## src/rtl/tapasco_axi_mem_responder_pkg.sv

```systemverilog
// tapasco_axi: slave-side AXI4 channel bundles (5-bit IDs, 64-bit data)
// plus the responder state encoding.
package tapasco_axi;
    localparam int unsigned IdWidth   = 5;
    localparam int unsigned AddrWidth = 64;
    localparam int unsigned DataWidth = 64;
    localparam int unsigned StrbWidth = DataWidth / 8;
    localparam int unsigned UserWidth = 1;
    localparam int unsigned BeatBytes = StrbWidth;

    typedef logic [IdWidth-1:0]   id_slv_t;
    typedef logic [AddrWidth-1:0] addr_t;
    typedef logic [DataWidth-1:0] data_t;
    typedef logic [StrbWidth-1:0] strb_t;
    typedef logic [UserWidth-1:0] user_t;
    typedef logic [7:0]           len_t;
    typedef logic [2:0]           size_t;
    typedef logic [1:0]           burst_t;
    typedef logic [1:0]           resp_t;
    typedef logic [5:0]           atop_t;

    localparam burst_t BurstFixed = 2'b00;
    localparam burst_t BurstIncr  = 2'b01;
    localparam burst_t BurstWrap  = 2'b10;

    localparam resp_t RespOkay   = 2'b00;
    localparam resp_t RespSlvErr = 2'b10;
    localparam resp_t RespDecErr = 2'b11;

    typedef struct packed {
        id_slv_t    id;
        addr_t      addr;
        len_t       len;
        size_t      size;
        burst_t     burst;
        logic       lock;
        logic [3:0] cache;
        logic [2:0] prot;
        logic [3:0] qos;
        logic [3:0] region;
        atop_t      atop;
        user_t      user;
    } aw_chan_t;

    typedef struct packed {
        data_t data;
        strb_t strb;
        logic  last;
        user_t user;
    } w_chan_t;

    typedef struct packed {
        id_slv_t id;
        resp_t   resp;
        user_t   user;
    } b_chan_t;

    typedef struct packed {
        id_slv_t    id;
        addr_t      addr;
        len_t       len;
        size_t      size;
        burst_t     burst;
        logic       lock;
        logic [3:0] cache;
        logic [2:0] prot;
        logic [3:0] qos;
        logic [3:0] region;
        user_t      user;
    } ar_chan_t;

    typedef struct packed {
        id_slv_t id;
        data_t   data;
        resp_t   resp;
        logic    last;
        user_t   user;
    } r_chan_t;

    typedef struct packed {
        aw_chan_t aw;
        logic     aw_valid;
        w_chan_t  w;
        logic     w_valid;
        logic     b_ready;
        ar_chan_t ar;
        logic     ar_valid;
        logic     r_ready;
    } req_slv_t;

    typedef struct packed {
        logic    aw_ready;
        logic    ar_ready;
        logic    w_ready;
        logic    b_valid;
        b_chan_t b;
        logic    r_valid;
        r_chan_t r;
    } resp_slv_t;

    typedef enum logic [2:0] {
        ST_IDLE,
        ST_WR_DATA,
        ST_WR_RESP,
        ST_RD_REQ,
        ST_RD_WAIT,
        ST_RD_DATA
    } resp_state_e;
endpackage

```

## src/rtl/tapasco_axi_mem_responder_burst_addr.sv

```systemverilog
// tapasco_axi_burst_addr: next beat address for FIXED/INCR/WRAP bursts.
// Reserved burst encoding falls through to INCR.
module tapasco_axi_burst_addr
    import tapasco_axi::*;
(
    input  addr_t  i_addr,
    input  len_t   i_len,
    input  size_t  i_size,
    input  burst_t i_burst,
    output addr_t  o_next
);
    addr_t w_step;
    addr_t w_mask;
    addr_t w_incr;

    assign w_step = addr_t'(1) << i_size;
    assign w_mask = ((addr_t'(i_len) + addr_t'(1)) << i_size) - addr_t'(1);
    assign w_incr = i_addr + w_step;

    always_comb begin
        o_next = w_incr;
        unique case (i_burst)
            BurstFixed: o_next = i_addr;
            BurstWrap:  o_next = (i_addr & ~w_mask) | (w_incr & w_mask);
            default:    o_next = w_incr;
        endcase
    end
endmodule

```

## src/rtl/tapasco_axi_mem_responder.sv

```systemverilog
// tapasco_axi_mem_responder: single-outstanding AXI4 subordinate in front of
// a req/gnt word memory with one cycle of read latency.
module tapasco_axi_mem_responder
    import tapasco_axi::*;
#(
    parameter logic [63:0] BaseAddr = 64'h0,
    parameter logic [63:0] MemBytes = 64'h10000
) (
    input  logic        clk_i,
    input  logic        rst_i,
    input  req_slv_t    axi_req_i,
    output resp_slv_t   axi_resp_o,
    output logic        mem_req_o,
    input  logic        mem_gnt_i,
    output logic        mem_we_o,
    output logic [63:0] mem_addr_o,
    output logic [63:0] mem_wdata_o,
    output logic [7:0]  mem_be_o,
    input  logic [63:0] mem_rdata_i
);
    resp_state_e r_state;
    resp_state_e w_next_state;

    id_slv_t r_id;
    addr_t   r_addr;
    len_t    r_len;
    size_t   r_size;
    burst_t  r_burst;
    len_t    r_cnt;
    resp_t   r_err;
    logic    r_rr;
    logic    r_wpend;
    data_t   r_wdata;
    strb_t   r_be;
    data_t   r_rdata;

    addr_t w_next_addr;
    logic  w_idle;
    logic  w_gnt_aw;
    logic  w_gnt_ar;
    logic  w_w_ready;
    logic  w_w_hs;
    logic  w_r_hs;
    logic  w_last_beat;
    logic  w_wr_done;
    resp_t w_aw_err;
    resp_t w_ar_err;
    logic  w_unused;

    function automatic logic in_range(input addr_t a);
        return (a >= BaseAddr) && ((a - BaseAddr) < MemBytes);
    endfunction

    tapasco_axi_burst_addr u_burst_addr (
        .i_addr  (r_addr),
        .i_len   (r_len),
        .i_size  (r_size),
        .i_burst (r_burst),
        .o_next  (w_next_addr)
    );

    // r_rr = 1 means AR wins a simultaneous request
    assign w_idle    = (r_state == ST_IDLE) && !rst_i;
    assign w_gnt_ar  = w_idle && axi_req_i.ar_valid &&
                       (!axi_req_i.aw_valid || r_rr);
    assign w_gnt_aw  = w_idle && axi_req_i.aw_valid && !w_gnt_ar;
    assign w_w_ready = (r_state == ST_WR_DATA) && !r_wpend && !rst_i;
    assign w_w_hs    = w_w_ready && axi_req_i.w_valid;
    assign w_r_hs    = (r_state == ST_RD_DATA) && axi_req_i.r_ready;
    assign w_last_beat = (r_cnt == r_len);
    assign w_wr_done = (r_err != RespOkay) ? w_w_hs : (r_wpend && mem_gnt_i);

    assign w_aw_err = !in_range(axi_req_i.aw.addr) ? RespDecErr :
                      (axi_req_i.aw.atop != '0)    ? RespSlvErr : RespOkay;
    assign w_ar_err = !in_range(axi_req_i.ar.addr) ? RespDecErr : RespOkay;

    assign w_unused = ^{axi_req_i, r_addr[2:0]};

    always_ff @(posedge clk_i) begin
        if (rst_i) begin
            r_state <= ST_IDLE;
        end else begin
            r_state <= w_next_state;
        end
    end

    always_comb begin
        w_next_state = r_state;
        unique case (r_state)
            ST_IDLE: begin
                if (w_gnt_aw) begin
                    w_next_state = ST_WR_DATA;
                end else if (w_gnt_ar) begin
                    w_next_state = (w_ar_err != RespOkay) ? ST_RD_DATA : ST_RD_REQ;
                end
            end
            ST_WR_DATA: begin
                if (w_wr_done && w_last_beat) w_next_state = ST_WR_RESP;
            end
            ST_WR_RESP: begin
                if (axi_req_i.b_ready) w_next_state = ST_IDLE;
            end
            ST_RD_REQ: begin
                if (mem_gnt_i) w_next_state = ST_RD_WAIT;
            end
            ST_RD_WAIT: w_next_state = ST_RD_DATA;
            ST_RD_DATA: begin
                if (axi_req_i.r_ready) begin
                    if (w_last_beat) w_next_state = ST_IDLE;
                    else if (r_err != RespOkay) w_next_state = ST_RD_DATA;
                    else w_next_state = ST_RD_REQ;
                end
            end
            default: w_next_state = ST_IDLE;
        endcase
    end

    always_ff @(posedge clk_i) begin
        if (rst_i) begin
            r_id    <= '0;
            r_addr  <= '0;
            r_len   <= '0;
            r_size  <= '0;
            r_burst <= '0;
            r_cnt   <= '0;
            r_err   <= RespOkay;
            r_rr    <= 1'b1;
            r_wpend <= 1'b0;
            r_wdata <= '0;
            r_be    <= '0;
            r_rdata <= '0;
        end else begin
            if (w_gnt_aw) begin
                r_id    <= axi_req_i.aw.id;
                r_addr  <= axi_req_i.aw.addr;
                r_len   <= axi_req_i.aw.len;
                r_size  <= axi_req_i.aw.size;
                r_burst <= axi_req_i.aw.burst;
                r_cnt   <= '0;
                r_err   <= w_aw_err;
                r_rr    <= 1'b1;
            end else if (w_gnt_ar) begin
                r_id    <= axi_req_i.ar.id;
                r_addr  <= axi_req_i.ar.addr;
                r_len   <= axi_req_i.ar.len;
                r_size  <= axi_req_i.ar.size;
                r_burst <= axi_req_i.ar.burst;
                r_cnt   <= '0;
                r_err   <= w_ar_err;
                r_rr    <= 1'b0;
                r_rdata <= '0;
            end
            // errored writes drain W without ever raising a request
            if (w_w_hs && (r_err == RespOkay)) begin
                r_wpend <= 1'b1;
                r_wdata <= axi_req_i.w.data;
                r_be    <= axi_req_i.w.strb;
            end
            if ((r_state == ST_WR_DATA) && w_wr_done) begin
                r_wpend <= 1'b0;
                r_cnt   <= r_cnt + 8'd1;
                r_addr  <= w_next_addr;
            end
            if (r_state == ST_RD_WAIT) r_rdata <= mem_rdata_i;
            if (w_r_hs) begin
                r_cnt  <= r_cnt + 8'd1;
                r_addr <= w_next_addr;
            end
        end
    end

    always_comb begin
        axi_resp_o          = '0;
        axi_resp_o.aw_ready = w_idle && (!axi_req_i.ar_valid || !r_rr);
        axi_resp_o.ar_ready = w_idle && (!axi_req_i.aw_valid || r_rr);
        axi_resp_o.w_ready  = w_w_ready;
        if (r_state == ST_WR_RESP) begin
            axi_resp_o.b_valid = 1'b1;
            axi_resp_o.b.id    = r_id;
            axi_resp_o.b.resp  = r_err;
        end
        if (r_state == ST_RD_DATA) begin
            axi_resp_o.r_valid = 1'b1;
            axi_resp_o.r.id    = r_id;
            axi_resp_o.r.data  = r_rdata;
            axi_resp_o.r.resp  = r_err;
            axi_resp_o.r.last  = w_last_beat;
        end
        mem_req_o   = (r_state == ST_RD_REQ) ||
                      ((r_state == ST_WR_DATA) && r_wpend);
        mem_we_o    = (r_state == ST_WR_DATA);
        mem_addr_o  = {r_addr[63:3], 3'b000};
        mem_wdata_o = r_wdata;
        mem_be_o    = mem_we_o ? r_be : 8'hFF;
    end
endmodule
```

## config.mk

```make
export PLATFORM = sky130hd
export DESIGN_NAME = tapasco_axi_mem_responder
export DESIGN_NICKNAME = d
export VERILOG_FILES = /design/src/rtl/tapasco_axi_mem_responder_pkg.sv /design/src/rtl/tapasco_axi_mem_responder_burst_addr.sv /design/src/rtl/tapasco_axi_mem_responder.sv
export SDC_FILE = /design/constraint.sdc
export NUM_CORES = 1
export LEC_CHECK = 0
export ABC_AREA = 1
export BUFFER_PORTS_ARGS = -buffer_cell sky130_fd_sc_hd__buf_4
export CAP_MARGIN = 20
export CORE_AREA = 2 2 222 224
export DETAILED_ROUTE_END_ITERATION = 7
export DIE_AREA = 0 0 224 226
export PLACE_DENSITY = 0.63
export SETUP_SLACK_MARGIN = 0.05
export SYNTH_ARGS = -nofsm -noshare
export SYNTH_HDL_FRONTEND = slang
export SYNTH_SLANG_ARGS = --single-unit
export TNS_END_PERCENT = 50
```

## constraint.sdc

```tcl
create_clock -name clk_i -period 2.9 [get_ports clk_i]
set_input_delay 0.29 -clock clk_i [delete_from_list [all_inputs] [get_ports clk_i]]
set_output_delay 0.29 -clock clk_i [all_outputs]
set_load 0.03 [all_outputs]
```

-- Word-level counts from Yosys, hierarchy flattened
Cells that the tools add are included.
- register bits: 233
- bits in latches: 0
- bits in writable memories: 0
- bits in read-only memories: 0
- bits of input ports: 350
- output and inout port bits: 224
- logic and storage cells: 119
- memories kept: 0
- add/subtract/negate cells: 4
- multiply operators: 0
- divide/modulo/power cells: 0
- $lt $le $gt $ge: 4
- eq/ne operators: 13
- shifts and indexed selects: 2
- muxes and demuxes: 39
- bitwise operators: 4
- reductions and logical operators: 40
- operators by type and width (operator ; count):
    2-to-1 mux 64 bit ; 7
    AND 64 bit ; 2
    >= comparator 64 x 1 -> 1 bit (second input constant) ; 2
    < comparator 64 x 17 -> 1 bit (second input constant) ; 2
    case mux 64 bit (2 select lines) ; 1
    2-to-1 mux 73 bit ; 1
    adder 64 bit ; 1
    2-to-1 mux 8 bit ; 8
    NOT 64 bit ; 1
    bitwise OR 64 bit ; 1
    << shifter 1 x 3 -> 64 bit (first input constant) ; 1
    << shifter 64 x 3 -> 64 bit ; 1
    subtractor 64 x 1 -> 64 bit (second input constant) ; 1
    2-to-1 mux 3 bit ; 11
    logical AND 1 bit ; 18
    case mux 3 bit (6 select lines) ; 1
    2-to-1 mux 2 bit ; 7
    2-to-1 mux 5 bit ; 2
    adder 8 x 1 -> 9 bit (second input constant) ; 1
    adder 8 x 1 -> 8 bit (second input constant) ; 1
    equality test 8 bit ; 1
    nonzero test 2 bit ; 4
    equality test 3 x 2 -> 1 bit (second input constant) ; 2
    equality test 3 bit (second input constant) ; 2
    15 further kinds ; 27

-- Logic depth before layout (Yosys ltp)
- word-level depth: 9
- gate-level depth with buffers: 23
- mapped depth without buffers: 22

-- Hierarchy
From an unflattened synthesis, not the netlist that was laid out.
- cell total of the unflattened synthesis: 2884
- area, all modules: 17236.5 um^2
- modules (own cells, without submodules) (module ; instances ; cells each ; area each (um^2) ; seq. area each (um^2)):
    tapasco_axi_mem_responder ; 1 ; 1840 ; 11976.5 ; 4664.5
    tapasco_axi_burst_addr ; 1 ; 1044 ; 5260.0 ; 0.0

-- Least setup slack after synthesis
OpenSTA, ideal clock, no wires.
- path kind: register to register
- start: register r_size[1]
- end: register r_addr[45]
- setup time: 70 ps
- arrival: 2849 ps
- data required time: 2830 ps
- slack: -19 ps
- stages on the path, launching flop included: 16
- path buffers: 2
- clock period less this slack: 2919 ps
- cells stage by stage: dfxtp_1 -> buf_2 -> buf_1 -> nand2_1 -> nor2_1 -> ha_1 -> a21oi_1 -> nand2_1 -> a21boi_0 -> o21ai_0 -> nor3b_1 -> xor2_1 -> or2_2 -> nand3_1 -> nand2_1 -> a21oi_1
- word-level cells in the longest chain between the ends: 8
- elaborated cells on any way between the ends: 11
- those cells by class: add/sub (2); shift (2); mux (3); bitwise (4)
- RTL lines (what ; RTL line ; text):
    from (decl) ; tapasco_axi_mem_responder.sv:27 ; size_t r_size;
    from (signal assigned) ; tapasco_axi_mem_responder.sv:137 ; r_size <= axi_req_i.aw.size;
    from (signal assigned) ; tapasco_axi_mem_responder.sv:146 ; r_size <= axi_req_i.ar.size;
    << shifter 64 x 3 -> 64 bit ; tapasco_axi_mem_responder_burst_addr.sv:17 ; assign w_mask = ((addr_t'(i_len) + addr_t'(1)) << i_size) - addr_t'(1);
    subtractor 64 x 1 -> 64 bit ; tapasco_axi_mem_responder_burst_addr.sv:17 ;
    NOT 64 bit ; tapasco_axi_mem_responder_burst_addr.sv:24 ; BurstWrap: o_next = (i_addr & ~w_mask) | (w_incr & w_mask);
    AND 64 bit ; tapasco_axi_mem_responder_burst_addr.sv:24 ;
    bitwise OR 64 bit ; tapasco_axi_mem_responder_burst_addr.sv:24 ;
    case mux 64 bit (2 select lines) (*) ; tapasco_axi_mem_responder_burst_addr.sv:22 ; unique case (i_burst)
    2-to-1 mux 64 bit ; tapasco_axi_mem_responder.sv:159 ; if ((r_state == ST_WR_DATA) && w_wr_done) begin
    2-to-1 mux 64 bit (*) ; tapasco_axi_mem_responder.sv:165 ; if (w_r_hs) begin
    to (signal assigned) ; tapasco_axi_mem_responder.sv:144 ; r_addr <= axi_req_i.ar.addr;
    to (signal assigned) ; tapasco_axi_mem_responder.sv:162 ; r_addr <= w_next_addr;
    to (signal assigned) ; tapasco_axi_mem_responder.sv:167 ; r_addr <= w_next_addr;
    to (decl) ; tapasco_axi_mem_responder.sv:25 ; addr_t r_addr;
Mark *: on every way between the ends. The rest lies on a longest branch, timed or not.
A chain may end at the register's enable or synchronous reset.

-- Worst setup path after layout
- start: register r_size[2]
- end: register r_addr[51]
The elaborated chain is that of the path after synthesis.

==> flow_summary.ini <==
[logic_synthesis]
seq_area_frac_synth_pct = 28.0
syn-instance-count = 2704
synthSimpleGateAreaFrac_pct = 38.2
synth.area.top_cells = sky130_fd_sc_hd__dfxtp_1 (28%), sky130_fd_sc_hd__nand2_1 (12%), sky130_fd_sc_hd__nand3_1 (9.2%)
dominant_combinational_cell_family_by_area_after_synthesis = simple AND/OR/NAND/NOR gates
post_synth_fa_ha_maj_area_fraction_pct = 1.02
netlist_area_um2 = 16700
synthMuxAreaShare_pct = 0.0601
post_synth_edffs = 0
post_synth_xor_area_fraction_pct = 3.52
synth_largest_type_area_fraction_pct = 28.0
syn-mean-instance-area_um2 = 6.16
complex_gate_fraction_of_the_synthesized_area_pct = 16.3
yosys.cell_types.count = 58
yosys_register_bits = 233
synth-async-reset-ratio_pct = 0
synthDominantAreaCellType = sky130_fd_sc_hd__dfxtp_1
main_flop_type_after_synthesis = sky130_fd_sc_hd__dfxtp_1
ys_warn_count = 0

[die]
ios = 574
design.die.area_um2 = 50600
std_cell_rows = 81
die_w_um = 224
floorplan.initialDensity_pct = 34.5
coreArea_um2 = 48300
dieHeight_um = 226

[cells_and_area]
fill_cells = 4644
leading_cell_type_in_the_layout_fill_and_taps_excluded = sky130_fd_sc_hd__buf_4
total_area_of_multi_input_combinational_cells_um2 = 10400
design.final.nets = 3766
area.sequential_um2 = 4680
final_layout_size_suffix_gt1_share_pct = 28.6
area_delta_synth_final_pct = 50.9
finish.instance_area_um2 = 25100
final_cell_mix = sky130_fd_sc_hd__buf_4 (697), sky130_fd_sc_hd__nand2_1 (530), sky130_fd_sc_hd__nor2_1 (329)

[clock_tree]
clock_tree.root_cell = sky130_fd_sc_hd__clkbuf_16
clk_pin_slew_worst_paths_ps = 60
cts.htree.levels = 1
cts_num_sinks = 233
max-clock-path-buffers = 3
number_of_clock_buffers_inserted_by_tritoncts = 30
clock_insertion_delay_worst_skew_ps = 610
cts_tree = yes

[route]
drc = 0
drt-wirelength-per-cell_um = 20.8
via_count = 21683
first_iter_violations = 1929
route.antenna.remaining_nets = 0
drt_wl_total_mm = 84.3
drt-pass1-iter-count = 5
detail_route.vias_per_cell = 5.36

[global_routing]
grt_start_max_net_pins = 100
grt_pass1_wl_mm = 123
grt_antenna_before_repair = 4
grt_pass1_vias = 20810
all_layer_global_routing_usage_pct = 31.3
grt_remaining_overflow = 0

[sta]
period_share_pct = 96.5
max_slew.worst_pin.slew_ps = 822
finalWorstPathRequiredPeriod_ps = 2800
worst_clock_skew_ps = 11.4
report.final.setup_viol = 0
fin_ws_ps = 103
finalHoldWorstSlack_ps = 56.6
rsz0062_at_grt = true
report.final.slew_viol_count = 0
max_clock_freq_ghz = 0.357
timing.slew.headroom_pct = 44.7
hold_viol_final = 0

[worst_setup_path]
required_time_of_the_critical_path_ps = 3430
crit_path_frequent_cell = sky130_fd_sc_hd__nand2_1
worst_ep_arrival_time_ps = 3330
crit_path_start_kind = register
crit_path_end_kind = register
timing.critical_path.cells = inv_2 > buf_4 > nor2_1 > ha_2 > a21oi_4 > o21ai_4 > buf_4 > a21oi_1 > or2_2 > nand2_1 > nand2_1 > xor2_1 > or2_2 > nand3_1 > nand2_1 > a21oi_1
cp_max_fo = 4
cpPeakStageDelay_ps = 360
worst_path_max_delay_cell = sky130_fd_sc_hd__dfxtp_1
criticalPathCategory = reg2reg

[place]
globalplace.congestion = 0.989
preCtsSetupSlack_ps = -48.1
place_area_um2 = 21700
port_buffers = 532
detailedPlacementHpwl_mm = 61.4

[pwr]
max-vdd-ir-drop_mv = 0.523
post-layout-total-power_mw = 18.2
leakage_nw = 11.2
power.density_nw_per_um2 = 723

[hold_path]
worst_hold_path_type = in2reg

[run_status]
run_status = finished, final reports clean

[run]
drv.max_cap_violation_count = 0
==> state kept, by name (all words and copies together), names as in the netlist, 3 cells and up <==
signal and cells:
r_size 3, r_cnt 8, r_state 3, r_be 8, r_rdata 64, r_len 8
r_addr 64, r_id 5, mem_wdata_o 64
==> repair_timing <==
item                                    in CTS  in global routing
gates resized for setup                      9                128
pin swaps                                    2                 40
endpoints found under the hold margin      157                  0
hold buffers                               176                  0
endpoints found under the setup margin      18                 71
setup buffers                                0                 16
gates cloned                                 0                  1
==> final timing paths <==
path / depth (start not counted) / end / slack [ps] / start
max: 16 / r_addr[51]$_SDFFE_PP0P_ / 100 / r_size[2]$_SDFFE_PP0P_
min: 5 / r_addr[0]$_SDFFE_PP0P_ / 60 / axi_req_i[214]
max reg2reg: 16 / r_addr[51]$_SDFFE_PP0P_ / 100 / r_size[2]$_SDFFE_PP0P_
min reg2reg: 2 / r_rdata[13]$_SDFFE_PP0P_ / 480 / r_rdata[13]$_SDFFE_PP0P_
==> layout make-up <==
class,count,area share (%)
tap,622,3.09
timing repair buffer,892,29.1
clock buffer,44,3.39
antenna,1,0.00995
multi-input combinational,1991,41.2
clock inverter,10,0.717
inverter,255,3.84
sequential,233,18.6
==> cells in the mapped netlist, drive strengths merged, types with 2 or more instances <==
master and number:
o21bai 5, nand4 36, a21boi 2, nor4 30
or4 2, clkbuf 130, clkinv 2, xnor2 9
nand2 576, nand3b 6, nand3 325, or2 28
o21ai 211, nor3b 2, nor3 44, o31ai 2
o221ai 26, a31oi 33, nor2 365, xor2 58
inv 253, o211ai 10, a221oi 3, a211oi 8
a21oi 182, buf 99, ha 12, dfxtp 233
==> per-stage QoR <==
step | util, % | setup TNS (ps) | std cells
2_1_floorplan | - | 0 | 2708
3_3_place_gp | 44.8 | -10.7 | 3800
3_5_place_dp | 44.8 | -103 | 3800
4_1_cts | 50.7 | 0 | 4030
5_1_grt | 52.0 | -0.817 | 4047
6_report | 52.0 | 0 | 4048
==> critical path, delay by kind of cell, from the launching register on <==
family | cells | cell delay, ps
AOI/OAI and AO/OA | 4 | 640
adders and majority gates | 1 | 340
DFF | 1 | 360
buffers and inverters | 3 | 350
xor gates and xnor gates | 1 | 90
and+or+nand+nor | 7 | 940
==> routing by layer <==
metal  routed length [um]  global-route usage (%)  vias to the layer above
met2                39200                    52.2                     1010
met5                   44                       0                        -
met3                 6640                    6.01                      207
met1                34000                    38.9                    10206
met4                 4370                    14.6                        6
li1                     -                       -                    10254
==> logic make-up (layout without fill, tap and decap cells) <==
group	count (synthesis)	after routing
adders and majority gates	13	13
xor gates and xnor gates	67	67
muxes	1	1
buffers and inverters	484	1201
other	1	6
and+or+nand+nor	1416	1416
AOI/OAI and AO/OA	489	489
DFF	233	233
==> power breakdown <==
| part | total, mW | internal [mW] | switching [mW] | leakage, nW |
|---|---|---|---|---|
| Clock | 3.97 | 2.39 | 1.59 | 0.496 |
| Combinational | 9.72 | 3.49 | 6.22 | 8.83 |
| Sequential | 4.50 | 3.82 | 0.683 | 1.90 |
No activity file was read; power rests on OpenSTA's default activity.
